**src/rtl/mdio_master_subsystem_if.sv**
```systemverilog
// Host-side request/response bundle of the MDIO management subsystem.
// The host drives requests through 'master'; the subsystem answers through 'slave'.
interface mdio_master_subsystem_if;
   logic        start;
   logic        write_en;
   logic [4:0]  phy_addr;
   logic [4:0]  reg_addr;
   logic [15:0] data_in;
   logic        busy;
   logic        data_out_valid;
   logic [15:0] data_out;

   modport master (output start, write_en, phy_addr, reg_addr, data_in,
                   input  busy, data_out_valid, data_out);
   modport slave  (input  start, write_en, phy_addr, reg_addr, data_in,
                   output busy, data_out_valid, data_out);
endinterface

```
**src/rtl/mdio_master_subsystem.sv**
```systemverilog
// Clause-22 MDIO master plus two on-chip register slaves (GMII-to-RGMII bridge model
// and a user bank) sharing one internal MDC/MDIO line with a pull-up.
module mdio_reg_port #(
   parameter logic [4:0] PHY_ADDR = 5'h00
) (
   input  logic        clk,
   input  logic        rst_n,
   input  logic        mdc_rise,
   input  logic        mdc_fall,
   input  logic        mdio,
   input  logic [15:0] rd_data,
   output logic        oe,
   output logic        dout,
   output logic        wr_stb,
   output logic [4:0]  reg_addr,
   output logic [15:0] wr_data
);
   typedef enum logic [2:0] {S_HUNT, S_ST, S_HDR, S_TA, S_DATA} s_state_e;

   s_state_e    state_q, state_d;
   logic [5:0]  ones_q, ones_d;
   logic [3:0]  cnt_q, cnt_d;
   logic [11:0] hdr_q, hdr_d;
   logic [15:0] wd_q, wd_d, sh_q, sh_d;
   logic        oe_q, oe_d, dout_q, dout_d;
   logic        match, is_rd, is_wr;

   // NOTE: sequential state uses non-blocking assignments only, so every flop sees pre-edge values.
   always_ff @(posedge clk or negedge rst_n) begin
      if (!rst_n) begin
         state_q <= S_HUNT;
         ones_q  <= '0;
         cnt_q   <= '0;
         hdr_q   <= '0;
         wd_q    <= '0;
         sh_q    <= '0;
         oe_q    <= 1'b0;
         dout_q  <= 1'b1;
      end else begin
         state_q <= state_d;
         ones_q  <= ones_d;
         cnt_q   <= cnt_d;
         hdr_q   <= hdr_d;
         wd_q    <= wd_d;
         sh_q    <= sh_d;
         oe_q    <= oe_d;
         dout_q  <= dout_d;
      end
   end

   // hdr_q = {OP[1:0], PHYAD[4:0], REGAD[4:0]} once the header has been shifted in.
   assign match    = (hdr_q[9:5] == PHY_ADDR);
   assign is_rd    = (hdr_q[11:10] == 2'b10);
   assign is_wr    = (hdr_q[11:10] == 2'b01);
   assign reg_addr = hdr_q[4:0];
   assign wr_data  = {wd_q[14:0], mdio};
   assign oe       = oe_q;
   assign dout     = dout_q;

   // NOTE: every signal written here gets a default first, so no latch can be inferred.
   always_comb begin
      state_d = state_q;
      ones_d  = ones_q;
      cnt_d   = cnt_q;
      hdr_d   = hdr_q;
      wd_d    = wd_q;
      sh_d    = sh_q;
      oe_d    = oe_q;
      dout_d  = dout_q;
      wr_stb  = 1'b0;
      if (mdc_rise) begin
         unique case (state_q)
            S_HUNT: begin
               if (mdio) begin
                  ones_d = (ones_q == 6'd32) ? ones_q : ones_q + 6'd1;
               end else begin
                  ones_d = '0;
                  if (ones_q == 6'd32) state_d = S_ST;
               end
            end
            S_ST: begin
               state_d = mdio ? S_HDR : S_HUNT;
               cnt_d   = '0;
            end
            S_HDR: begin
               hdr_d = {hdr_q[10:0], mdio};
               cnt_d = cnt_q + 4'd1;
               if (cnt_q == 4'd11) begin
                  state_d = S_TA;
                  cnt_d   = '0;
               end
            end
            S_TA: begin
               cnt_d = cnt_q + 4'd1;
               if (cnt_q == 4'd1) begin
                  state_d = S_DATA;
                  cnt_d   = '0;
               end
            end
            S_DATA: begin
               wd_d  = wr_data;
               cnt_d = cnt_q + 4'd1;
               if (cnt_q == 4'd15) begin
                  state_d = S_HUNT;
                  cnt_d   = '0;
                  wr_stb  = match && is_wr;
               end
            end
            default: state_d = S_HUNT;
         endcase
      end
      if (mdc_fall) begin
         unique case (state_q)
            S_TA: begin
               // Falling edge that ends TA bit 1: take the line and drive the TA zero.
               if (cnt_q == 4'd1 && match && is_rd) begin
                  oe_d   = 1'b1;
                  dout_d = 1'b0;
                  sh_d   = rd_data;
               end
            end
            S_DATA: begin
               dout_d = sh_q[15];
               sh_d   = {sh_q[14:0], 1'b0};
            end
            default: begin
               oe_d   = 1'b0;
               dout_d = 1'b1;
            end
         endcase
      end
   end
endmodule

module mdio_master_subsystem #(
   parameter logic [4:0]  CORE_PHY_ADDR = 5'h08,
   parameter logic [4:0]  USER_PHY_ADDR = 5'h01,
   parameter int          CLK_DIV       = 1,
   parameter logic [15:0] USER_ID       = 16'hCAFE
) (
   input  logic                   clk,
   input  logic                   rst_n,
   mdio_master_subsystem_if.slave host,
   output logic                   mdc,
   output logic                   mdio,
   output logic [1:0]             speed_mode
);
   localparam int DIV_W = (CLK_DIV > 1) ? $clog2(CLK_DIV) : 1;

   typedef enum logic {M_IDLE, M_FRAME} m_state_e;

   m_state_e         state_q, state_d;
   logic [DIV_W-1:0] div_cnt_q, div_cnt_d;
   logic [6:0]       hp_cnt_q, hp_cnt_d;
   logic             mdc_q, mdc_d, wr_q, wr_d, valid_q, valid_d;
   logic [63:0]      frame_q, frame_d;
   logic [15:0]      rd_shift_q, rd_shift_d, data_out_q, data_out_d;
   logic             tick, mdc_rise, mdc_fall, m_oe;
   logic [15:0]      ctrl_q, ctrl_d;
   logic [15:0]      user_q [1:3];
   logic [15:0]      user_d [1:3];
   logic             b_oe, b_out, b_wr, u_oe, u_out, u_wr;
   logic [4:0]       b_reg, u_reg;
   logic [15:0]      b_wdata, u_wdata, b_rdata, u_rdata;

   always_ff @(posedge clk or negedge rst_n) begin
      if (!rst_n) begin
         state_q    <= M_IDLE;
         div_cnt_q  <= '0;
         hp_cnt_q   <= '0;
         mdc_q      <= 1'b0;
         wr_q       <= 1'b0;
         valid_q    <= 1'b0;
         frame_q    <= '1;
         rd_shift_q <= '0;
         data_out_q <= '0;
      end else begin
         state_q    <= state_d;
         div_cnt_q  <= div_cnt_d;
         hp_cnt_q   <= hp_cnt_d;
         mdc_q      <= mdc_d;
         wr_q       <= wr_d;
         valid_q    <= valid_d;
         frame_q    <= frame_d;
         rd_shift_q <= rd_shift_d;
         data_out_q <= data_out_d;
      end
   end

   assign tick = (div_cnt_q == DIV_W'(CLK_DIV - 1));

   always_comb begin
      state_d    = state_q;
      div_cnt_d  = div_cnt_q;
      hp_cnt_d   = hp_cnt_q;
      mdc_d      = mdc_q;
      wr_d       = wr_q;
      valid_d    = 1'b0;
      frame_d    = frame_q;
      rd_shift_d = rd_shift_q;
      data_out_d = data_out_q;
      mdc_rise   = 1'b0;
      mdc_fall   = 1'b0;
      unique case (state_q)
         M_IDLE: begin
            if (host.start) begin
               state_d   = M_FRAME;
               wr_d      = host.write_en;
               div_cnt_d = '0;
               hp_cnt_d  = '0;
               mdc_d     = 1'b0;
               frame_d   = {32'hFFFF_FFFF, 2'b01,
                            host.write_en ? 2'b01 : 2'b10,
                            host.phy_addr, host.reg_addr,
                            host.write_en ? 2'b10 : 2'b11,
                            host.write_en ? host.data_in : 16'hFFFF};
            end
         end
         M_FRAME: begin
            if (tick) begin
               div_cnt_d = '0;
               mdc_d     = ~mdc_q;
               hp_cnt_d  = hp_cnt_q + 7'd1;
               if (mdc_q) begin
                  mdc_fall = 1'b1;
                  frame_d  = {frame_q[62:0], 1'b1};
               end else begin
                  mdc_rise   = 1'b1;
                  rd_shift_d = {rd_shift_q[14:0], mdio};
               end
               // The last falling edge closes the frame; the final 16 samples are the read data.
               if (hp_cnt_q == 7'd127) begin
                  state_d = M_IDLE;
                  valid_d = ~wr_q;
                  if (!wr_q) data_out_d = rd_shift_q;
               end
            end else begin
               div_cnt_d = div_cnt_q + 1'b1;
            end
         end
         default: state_d = M_IDLE;
      endcase
   end

   // The master releases the line from the first TA bit (half-period 92) on reads.
   assign m_oe = (state_q == M_FRAME) && (wr_q || (hp_cnt_q < 7'd92));

   always_comb begin
      if (m_oe)      mdio = frame_q[63];
      else if (b_oe) mdio = b_out;
      else if (u_oe) mdio = u_out;
      else           mdio = 1'b1;
   end

   mdio_reg_port #(.PHY_ADDR(CORE_PHY_ADDR)) u_bridge_port (
      .clk(clk), .rst_n(rst_n), .mdc_rise(mdc_rise), .mdc_fall(mdc_fall), .mdio(mdio),
      .rd_data(b_rdata), .oe(b_oe), .dout(b_out), .wr_stb(b_wr), .reg_addr(b_reg),
      .wr_data(b_wdata)
   );

   mdio_reg_port #(.PHY_ADDR(USER_PHY_ADDR)) u_user_port (
      .clk(clk), .rst_n(rst_n), .mdc_rise(mdc_rise), .mdc_fall(mdc_fall), .mdio(mdio),
      .rd_data(u_rdata), .oe(u_oe), .dout(u_out), .wr_stb(u_wr), .reg_addr(u_reg),
      .wr_data(u_wdata)
   );

   // NOTE: these few registers have defined reset values, so they are plain reset flops, not a RAM.
   always_ff @(posedge clk or negedge rst_n) begin
      if (!rst_n) begin
         ctrl_q <= '0;
         for (int i = 1; i <= 3; i++) user_q[i] <= '0;
      end else begin
         ctrl_q <= ctrl_d;
         for (int i = 1; i <= 3; i++) user_q[i] <= user_d[i];
      end
   end

   always_comb begin
      ctrl_d = ctrl_q;
      user_d = user_q;
      if (b_wr && b_reg == 5'h10) ctrl_d = b_wdata;
      if (u_wr) begin
         case (u_reg)
            5'h01:   user_d[1] = u_wdata;
            5'h02:   user_d[2] = u_wdata;
            5'h03:   user_d[3] = u_wdata;
            default: ;
         endcase
      end
   end

   assign speed_mode = {ctrl_q[6], ctrl_q[13]};

   always_comb begin
      case (b_reg)
         5'h10:   b_rdata = ctrl_q;
         5'h11:   b_rdata = {12'h000, 1'b1, speed_mode, 1'b1};
         default: b_rdata = '0;
      endcase
      case (u_reg)
         5'h00:   u_rdata = USER_ID;
         5'h01:   u_rdata = user_q[1];
         5'h02:   u_rdata = user_q[2];
         5'h03:   u_rdata = user_q[3];
         default: u_rdata = '0;
      endcase
   end

   assign host.busy           = (state_q == M_FRAME);
   assign host.data_out_valid = valid_q;
   assign host.data_out       = data_out_q;
   assign mdc                 = mdc_q;
endmodule

```
**src/flat_wrapper.sv**
```systemverilog
// flat-port wrapper written by rule: the top's interface ports become plain ports
module mdio_master_subsystem_flat 
#(
   parameter logic [4:0]  CORE_PHY_ADDR = 5'h08,
   parameter logic [4:0]  USER_PHY_ADDR = 5'h01,
   parameter int          CLK_DIV       = 1,
   parameter logic [15:0] USER_ID       = 16'hCAFE
)
  (clk, rst_n, mdc, mdio, speed_mode, host_start, host_write_en, host_phy_addr, host_reg_addr, host_data_in, host_busy, host_data_out_valid, host_data_out);
  mdio_master_subsystem_if host_i ();
  input  logic clk;
  input  logic rst_n;
  output logic mdc;
  output logic mdio;
  output logic [1:0] speed_mode;
  input wire logic [$bits(host_i.start)-1:0] host_start;
  input wire logic [$bits(host_i.write_en)-1:0] host_write_en;
  input wire logic [$bits(host_i.phy_addr)-1:0] host_phy_addr;
  input wire logic [$bits(host_i.reg_addr)-1:0] host_reg_addr;
  input wire logic [$bits(host_i.data_in)-1:0] host_data_in;
  output wire logic [$bits(host_i.busy)-1:0] host_busy;
  output wire logic [$bits(host_i.data_out_valid)-1:0] host_data_out_valid;
  output wire logic [$bits(host_i.data_out)-1:0] host_data_out;
  assign host_i.start = host_start;
  assign host_i.write_en = host_write_en;
  assign host_i.phy_addr = host_phy_addr;
  assign host_i.reg_addr = host_reg_addr;
  assign host_i.data_in = host_data_in;
  assign host_busy = host_i.busy;
  assign host_data_out_valid = host_i.data_out_valid;
  assign host_data_out = host_i.data_out;
  mdio_master_subsystem #(.CORE_PHY_ADDR(CORE_PHY_ADDR), .USER_PHY_ADDR(USER_PHY_ADDR), .CLK_DIV(CLK_DIV), .USER_ID(USER_ID)) u_core (.clk(clk), .rst_n(rst_n), .host(host_i), .mdc(mdc), .mdio(mdio), .speed_mode(speed_mode));
endmodule
```
**config.mk**
```make
export PLATFORM = sky130hd
export DESIGN_NAME = mdio_master_subsystem_flat
export DESIGN_NICKNAME = d
export VERILOG_FILES = /design/src/rtl/mdio_master_subsystem_if.sv /design/src/rtl/mdio_master_subsystem.sv /design/src/flat_wrapper.sv
export SDC_FILE = /design/constraint.sdc
export NUM_CORES = 1
export LEC_CHECK = 0
export ABC_AREA = 1
export BUFFER_PORTS_ARGS = -buffer_cell sky130_fd_sc_hd__buf_2
export CAP_MARGIN = 15
export CORE_MARGIN = 2
export CORE_UTILIZATION = 66
export CTS_CLUSTER_DIAMETER = 120
export DETAILED_ROUTE_END_ITERATION = 10
export PLACE_DENSITY = 0.81
export SLEW_MARGIN = 15
export SYNTH_ARGS = -nofsm -noshare
export SYNTH_HDL_FRONTEND = slang
export SYNTH_SLANG_ARGS = --single-unit
export TNS_END_PERCENT = 20
```
**constraint.sdc**
```tcl
create_clock -name clk -period 4.7 [get_ports clk]
set_clock_uncertainty 0.05 [all_clocks]
set_input_delay 0.94 -clock clk [delete_from_list [all_inputs] [get_ports clk]]
set_output_delay 0.94 -clock clk [all_outputs]
set_load 0.03 [all_outputs]
```
# Yosys cells after proc, flatten, opt, wreduce, memory -nomap -nowiden
# Index checks and enable logic that the tools add are counted.
word_totals:
  inputBits: 30
  elab_cells: 203
  regBits: 288
  out_inout_bits: 22
op_classes:
  muxes: 76
  n_bitwise: 6
  add_sub_neg: 6
  n_lt_le_gt_ge: 1
  n_reduce_logical: 40
  eq_ne: 45
ops:
  columns: ["operator", "n"]
  rows:
  - ["2-to-1 mux 64 bit", 3]
  - ["case mux 64 bit (2 select lines)", 1]
  - ["case mux 16 bit (2 select lines)", 3]
  - ["case mux 16 bit (4 select lines)", 1]
  - ["2-to-1 mux 16 bit", 3]
  - ["!= test 2 bit, second input constant", 17]
  - ["case mux 4 bit (4 select lines)", 2]
  - ["2-to-1 mux 3 bit", 10]
  - ["case mux 3 bit (5 select lines)", 2]
  - ["2-to-1 mux 1 bit", 29]
  - ["AND reduction 2 bit", 13]
  - ["2-to-1 mux 4 bit", 6]
  - ["2-to-1 mux 6 bit", 4]
  - ["AND reduction 3 bit", 8]
  - ["== test 4 bit, second input constant", 4]
  - ["2-to-1 mux 7 bit", 2]
  - ["case mux 1 bit (2 select lines)", 7]
  - ["case mux 7 bit (2 select lines)", 1]
  - ["adder 6 x 1 -> 6 bit, second input constant", 2]
  - ["== test 3 x 2 -> 1 bit, second input constant", 4]
  - ["== test 6 bit, second input constant", 2]
  - ["AND reduction 6 bit", 2]
  - ["== test 5 x 1 -> 1 bit, second input constant", 2]
  - ["== test 5 x 2 -> 1 bit, second input constant", 2]
  - ["other kinds (21)", 44]

# Longest topological paths before layout
depth:
  ltp_word: 6
  mapped_depth: 11
  ltp_nobuf: 10

# Modules after synthesis
# Synthesis repeated with hierarchy kept, for this count alone.
hier_totals:
  cells_unflattened: 1525
  hier_area_um2: 13461.7
by_module_without_submodules:
  columns: ["mod", "seq_area_each_um2", "cells_per_inst", "instances", "area_per_inst_um2"]
  rows:
  - ["mdio_master_subsystem", 4359.2, 842, 1, 7559.8]
  - ["mdio_reg_port (u_core.u_user_port)", 1452.6, 342, 1, 2995.4]
  - ["mdio_reg_port (u_core.u_bridge_port)", 1452.6, 341, 1, 2906.5]

# Worst setup path after synthesis
# Ideal clock, no wire load.
synth_path:
  kind: "register -> output"
  start: "register u_core.hp_cnt_q[2]"
  end: "output port mdio"
  required_ps: 3710
  n_path_buf: 2
  arrival_time_ps: 1247
  stages_incl_launch_ff: 10
  setup_slack_ps: 2463
  cell_sequence: "dfrtp_1 nand3_2 nand2_1 nand2_1 nand2_1 nand2_1 nand2_1 buf_4 inv_2 buf_4"
synth_between:
  elab_chain_cells: 4
synth_rtl:
  columns: ["element", "line", "source"]
  rows:
  - ["start: declaration", "mdio_master_subsystem.sv:154", "logic [6:0] hp_cnt_q, hp_cnt_d;"]
  - ["start signal: assignment", "mdio_master_subsystem.sv:180", "hp_cnt_q <= hp_cnt_d;"]
  - ["less-than comparator 7 bit", "mdio_master_subsystem.sv:246", "assign m_oe = (state_q == M_FRAME) && (wr_q || (hp_cnt_q < 7'd92));"]
  - ["logical OR 1 bit", "mdio_master_subsystem.sv:246", null]
  - ["logical AND 1 bit", "mdio_master_subsystem.sv:246", null]
  - ["2-to-1 mux 1 bit", "mdio_master_subsystem.sv:249", "if (m_oe) mdio = frame_q[63];"]
  - ["end: declaration", "flat_wrapper.sv:14", "output logic mdio;"]
# Every way passes these cells.

# Final worst setup path
layout_path:
  start: "register u_core.state_q, in the netlist u_core.host.busy"
  end: "output port mdio"
layout_between:
  elab_chain_cells: 2
layout_rtl:
  columns: ["element", "line", "source"]
  rows:
  - ["start: declaration", "mdio_master_subsystem.sv:152", "m_state_e state_q, state_d;"]
  - ["start signal: assignment", "mdio_master_subsystem.sv:178", "state_q <= state_d;"]
  - ["logical AND 1 bit", "mdio_master_subsystem.sv:246", null]
  - ["2-to-1 mux 1 bit", "mdio_master_subsystem.sv:249", null]
# Every way passes these cells.

==> results.json <==
{
  "htreeDepth": 1,
  "period_needed_ps": 3614,
  "p_comb_share_pct": 16.7,
  "fp.dieW_um": 142.7,
  "seq_power_share_pct": 48.1,
  "power.switching_w": 0.001903,
  "root_buffer": "clkbuf_16",
  "worstPathMaxFanout": 23,
  "sw_frac_of_total_pct": 27.98,
  "tns_ps": 0,
  "fillers": 1382,
  "avgSynthCellArea_um2": 8.607,
  "clockBufferDepth": 3,
  "synthCells": 1475,
  "clkSlewWorstSetupHoldPaths_ps": 70,
  "p_int_w": 0.004896,
  "p_per_area_mw_per_mm2": 486.2,
  "crit_path_start_kind": "register",
  "fin_crit_sh_pct": 76.90,
  "status": "completed",
  "portBuffers": 51,
  "syn_nets": 1514,
  "post_cts_buffers": 0,
  "maxCapViolCount": 0,
  "cts_tree": "built",
  "grt_max_degree": 99,
  "synth_seq_cells": 287,
  "synth_ff_type": "dfrtp_1",
  "ios": 52,
  "slew_viol_final": 0,
  "nets": 1531,
  "clkPwrFrac_pct": 35.2,
  "synth_top_cell_by_area": "dfrtp_1",
  "hold_violations": 0,
  "wl_per_cell_um": 13.92,
  "ir_worst_vdd_mv": 0.3713,
  "drc": 0,
  "dp_hpwl_um": 15370,
  "drive_above_1_share_pct": 13.47,
  "synth_top_family_by_area": "simple AND/OR/NAND/NOR gates",
  "antenna_left": 0,
  "fp.coreArea_mm2": 0.01877,
  "max_freq_mhz": 276.7,
  "clock_latency_ps": 540,
  "ys_warn_count": 0,
  "synth_xor_area_share_pct": 0.6209,
  "rows": 50,
  "place_ws_ps": 1397,
  "grt_antenna_before_repair": 0,
  "start_util_pct": 67.64,
  "max_stage_delay_ps": 850,
  "grt_usage_pct": 24.72,
  "yosys.area_share.simple_pct": 22.25,
  "critPathRequiredTime_ps": 3710,
  "cp-end-kind": "primary output",
  "diodes": 0,
  "drt-initial-drc-count": 667,
  "grt_pass1_vias": 9354,
  "setup_ws_ps": 1086,
  "dr.pass1.iters": 5,
  "synth_edf_count": 0,
  "p_leak_nw": 6.547,
  "fin_area_mm2": 0.01398,
  "vias": 9729,
  "muxShareOfSynthArea_pct": 0.2464,
  "crit_path_cell_trace": "nand2_1, nand2_1, nand2_1, inv_2, buf_2",
  "synthTopCellsByArea": "dfrtp_1, nand2_1, dfstp_2, o21ai_0, inv_1",
  "cts-buffers-inserted": 29,
  "dieArea_mm2": 0.02036,
  "async_flop_share_pct": 100.0,
  "grt_overflow": 0,
  "setup-violations-final": 0,
  "routed_wl_um": 24340,
  "rsz0062_at_grt": "no",
  "ys_seq_area_share_pct": 57.22,
  "ys_types": 40,
  "synth_top_area_share_pct": 43.56,
  "fp.dieH_um": 142.7,
  "dpl-instance-area_mm2": 0.01297,
  "syn_area_mm2": 0.01269,
  "crit_arrival_ps": 2620,
  "slew-limit-headroom_pct": 30.99,
  "max_slew.worst_pin.slew_ps": 1033,
  "synthAdderAreaFrac_pct": 0.8870,
  "cts_resized": 0,
  "areaGrowthSynthToFinish_pct": 10.15,
  "grt_pass1_wl_um": 42130,
  "clock_sinks": 287,
  "hp-class": "in -> async",
  "cp_common_cell": "nand2_1",
  "gp_congestion": 0.8062,
  "vias_per_cell": 5.566,
  "slowest_stage": "dfrtp_1",
  "postCtsHoldBufs": 0,
  "crit_type": "reg -> out",
  "synth_compound_area_share_pct": 12.18
}
[critical path: cells and delay by family (launching register included)]
family | cells | cell delay [ps]
buf+inv | 2 | 580
simple gates | 3 | 650
flops | 1 | 850
[logic make-up (layout without fill, tap and decap cells)]
logic type / after synthesis / after routing
simple gates: 669 / 669
compound gates: 296 / 296
flops: 287 / 287
buf+inv: 202 / 241
fa+ha+maj: 9 / 9
xor+xnor: 9 / 9
mux: 3 / 3
[cell usage in the layout (no fill, tap or decap), types with 2 or more instances in the layout]
cell type  netlist  layout
a21oi_1         72      72
a22oi_1          2       2
a31oi_1         11      11
buf_2           27      50
buf_4            6       7
bufinv_16        0       5
clkbuf_1        31      10
clkbuf_16        0      29
clkbuf_8         0       5
clkinv_1         2       3
clkinv_2         0       3
dfrtp_1        221     221
dfstp_2         66      66
ha_1             9       9
inv_1          115     115
inv_2           12      12
mux2i_1          2       2
nand2_1        473     473
nand2_2          6       6
nand3_1         57      55
nand3_2          4       6
nand4_1         28      28
nor2_1          58      58
nor2_2           3       3
nor2_4           3       3
nor3_1          21      21
nor3_2           3       3
nor3b_1         10      10
o211ai_1         4       4
o21ai_0        120     120
o21ai_1         66      66
o22ai_1         17      17
xor2_1           8       8
[per-layer routing]
layer | wire length (um) | global-route usage, % | vias to the layer above
met5 | 0 | 0 | -
met4 | 452 | 6.357 | 0
met3 | 984 | 3.823 | 48
met2 | 11540 | 40.97 | 202
met1 | 11360 | 34.74 | 4638
li1 | - | - | 4841
[synthesized netlist by cell type (2+ instances only)]
master    instances
nor2_4            3
dfrtp_1         221
buf_1             6
clkbuf_1         31
o211ai_1          4
nand3_2           4
a31oi_1          11
nand4_1          28
nand2_1         473
nor2_1           58
nor3_1           21
mux2i_1           2
buf_4             6
dfstp_2          66
nor3_2            3
ha_1              9
a22oi_1           2
nor2_2            3
o21ai_1          66
nand2_2           6
a21oi_1          72
inv_1           115
buf_2            27
xor2_1            8
inv_2            12
o22ai_1          17
clkinv_1          2
buf_6             3
nand3_1          57
o21ai_0         120
nor3b_1          10
[registers in the layout, summed over array words and instances (netlist names), 3 cells and up]
name / flops
u_core.u_bridge_port.cnt_q: 4
u_core.u_bridge_port.state_q: 3
u_core.frame_q: 64
u_core.user_q: 48
u_core.rd_shift_q: 16
u_core.u_bridge_port.sh_q: 16
u_core.u_user_port.sh_q: 16
u_core.host.data_out: 16
u_core.u_bridge_port.wd_q: 15
u_core.u_user_port.wd_q: 15
u_core.u_user_port.hdr_q: 12
u_core.u_user_port.cnt_q: 4
u_core.ctrl_q: 16
u_core.u_bridge_port.ones_q: 6
u_core.u_bridge_port.hdr_q: 12
u_core.u_user_port.ones_q: 6
u_core.hp_cnt_q: 7
u_core.u_user_port.state_q: 3
[power groups by stage]
stage | Clock (W) | Combinational (W) | Sequential, W
2_1_floorplan | 0 | 0.000892 | 0.00325
3_3_place_gp | 0 | 0.00110 | 0.00328
3_5_place_dp | 0 | 0.00114 | 0.00330
4_1_cts | 0.00244 | 0.00115 | 0.00327
5_1_grt | 0.00254 | 0.00132 | 0.00331
6_report | 0.00239 | 0.00114 | 0.00327
[final cells by class]
type / count / area (um2) / share of cell area [%]
inverters: 129 / 484.2 / 3.463
flip-flops and latches: 287 / 7264 / 51.95
clock inverters: 9 / 168.9 / 1.208
well taps: 234 / 292.8 / 2.094
clock buffers: 44 / 832.0 / 5.950
multi-input cells: 986 / 4603 / 32.92
repair buffers: 59 / 337.8 / 2.416
[per-stage QoR]
stage,util (%),total power [W],hold slack [ps],cells
2_1_floorplan,-,0.004142,390.9,1475
3_3_place_gp,69.12,0.004381,402.5,1695
3_5_place_dp,69.12,0.004447,406.1,1695
4_1_cts,74.45,0.006853,394.6,1748
5_1_grt,74.51,0.007167,429.4,1748
6_report,74.51,0.006799,365.4,1748
[worst paths after layout]
check / depth (start not counted) / slack, ps / from / to
min reg2reg: 2 / 410 / u_core.frame_q[48] / u_core.frame_q[49]
min in group clk: 2 / 410 / u_core.frame_q[48] / u_core.frame_q[49]
max reg2reg: 7 / 1570 / u_core.host.busy / u_core.user_q[11]
max: 5 / 1090 / u_core.host.busy / mdio
min: 1 / 370 / rst_n / u_core.u_bridge_port.ones_q[1]
max in group asynchronous: 2 / 3130 / rst_n / u_core.user_q[45]
No activity file was read; power rests on OpenSTA's default activity.
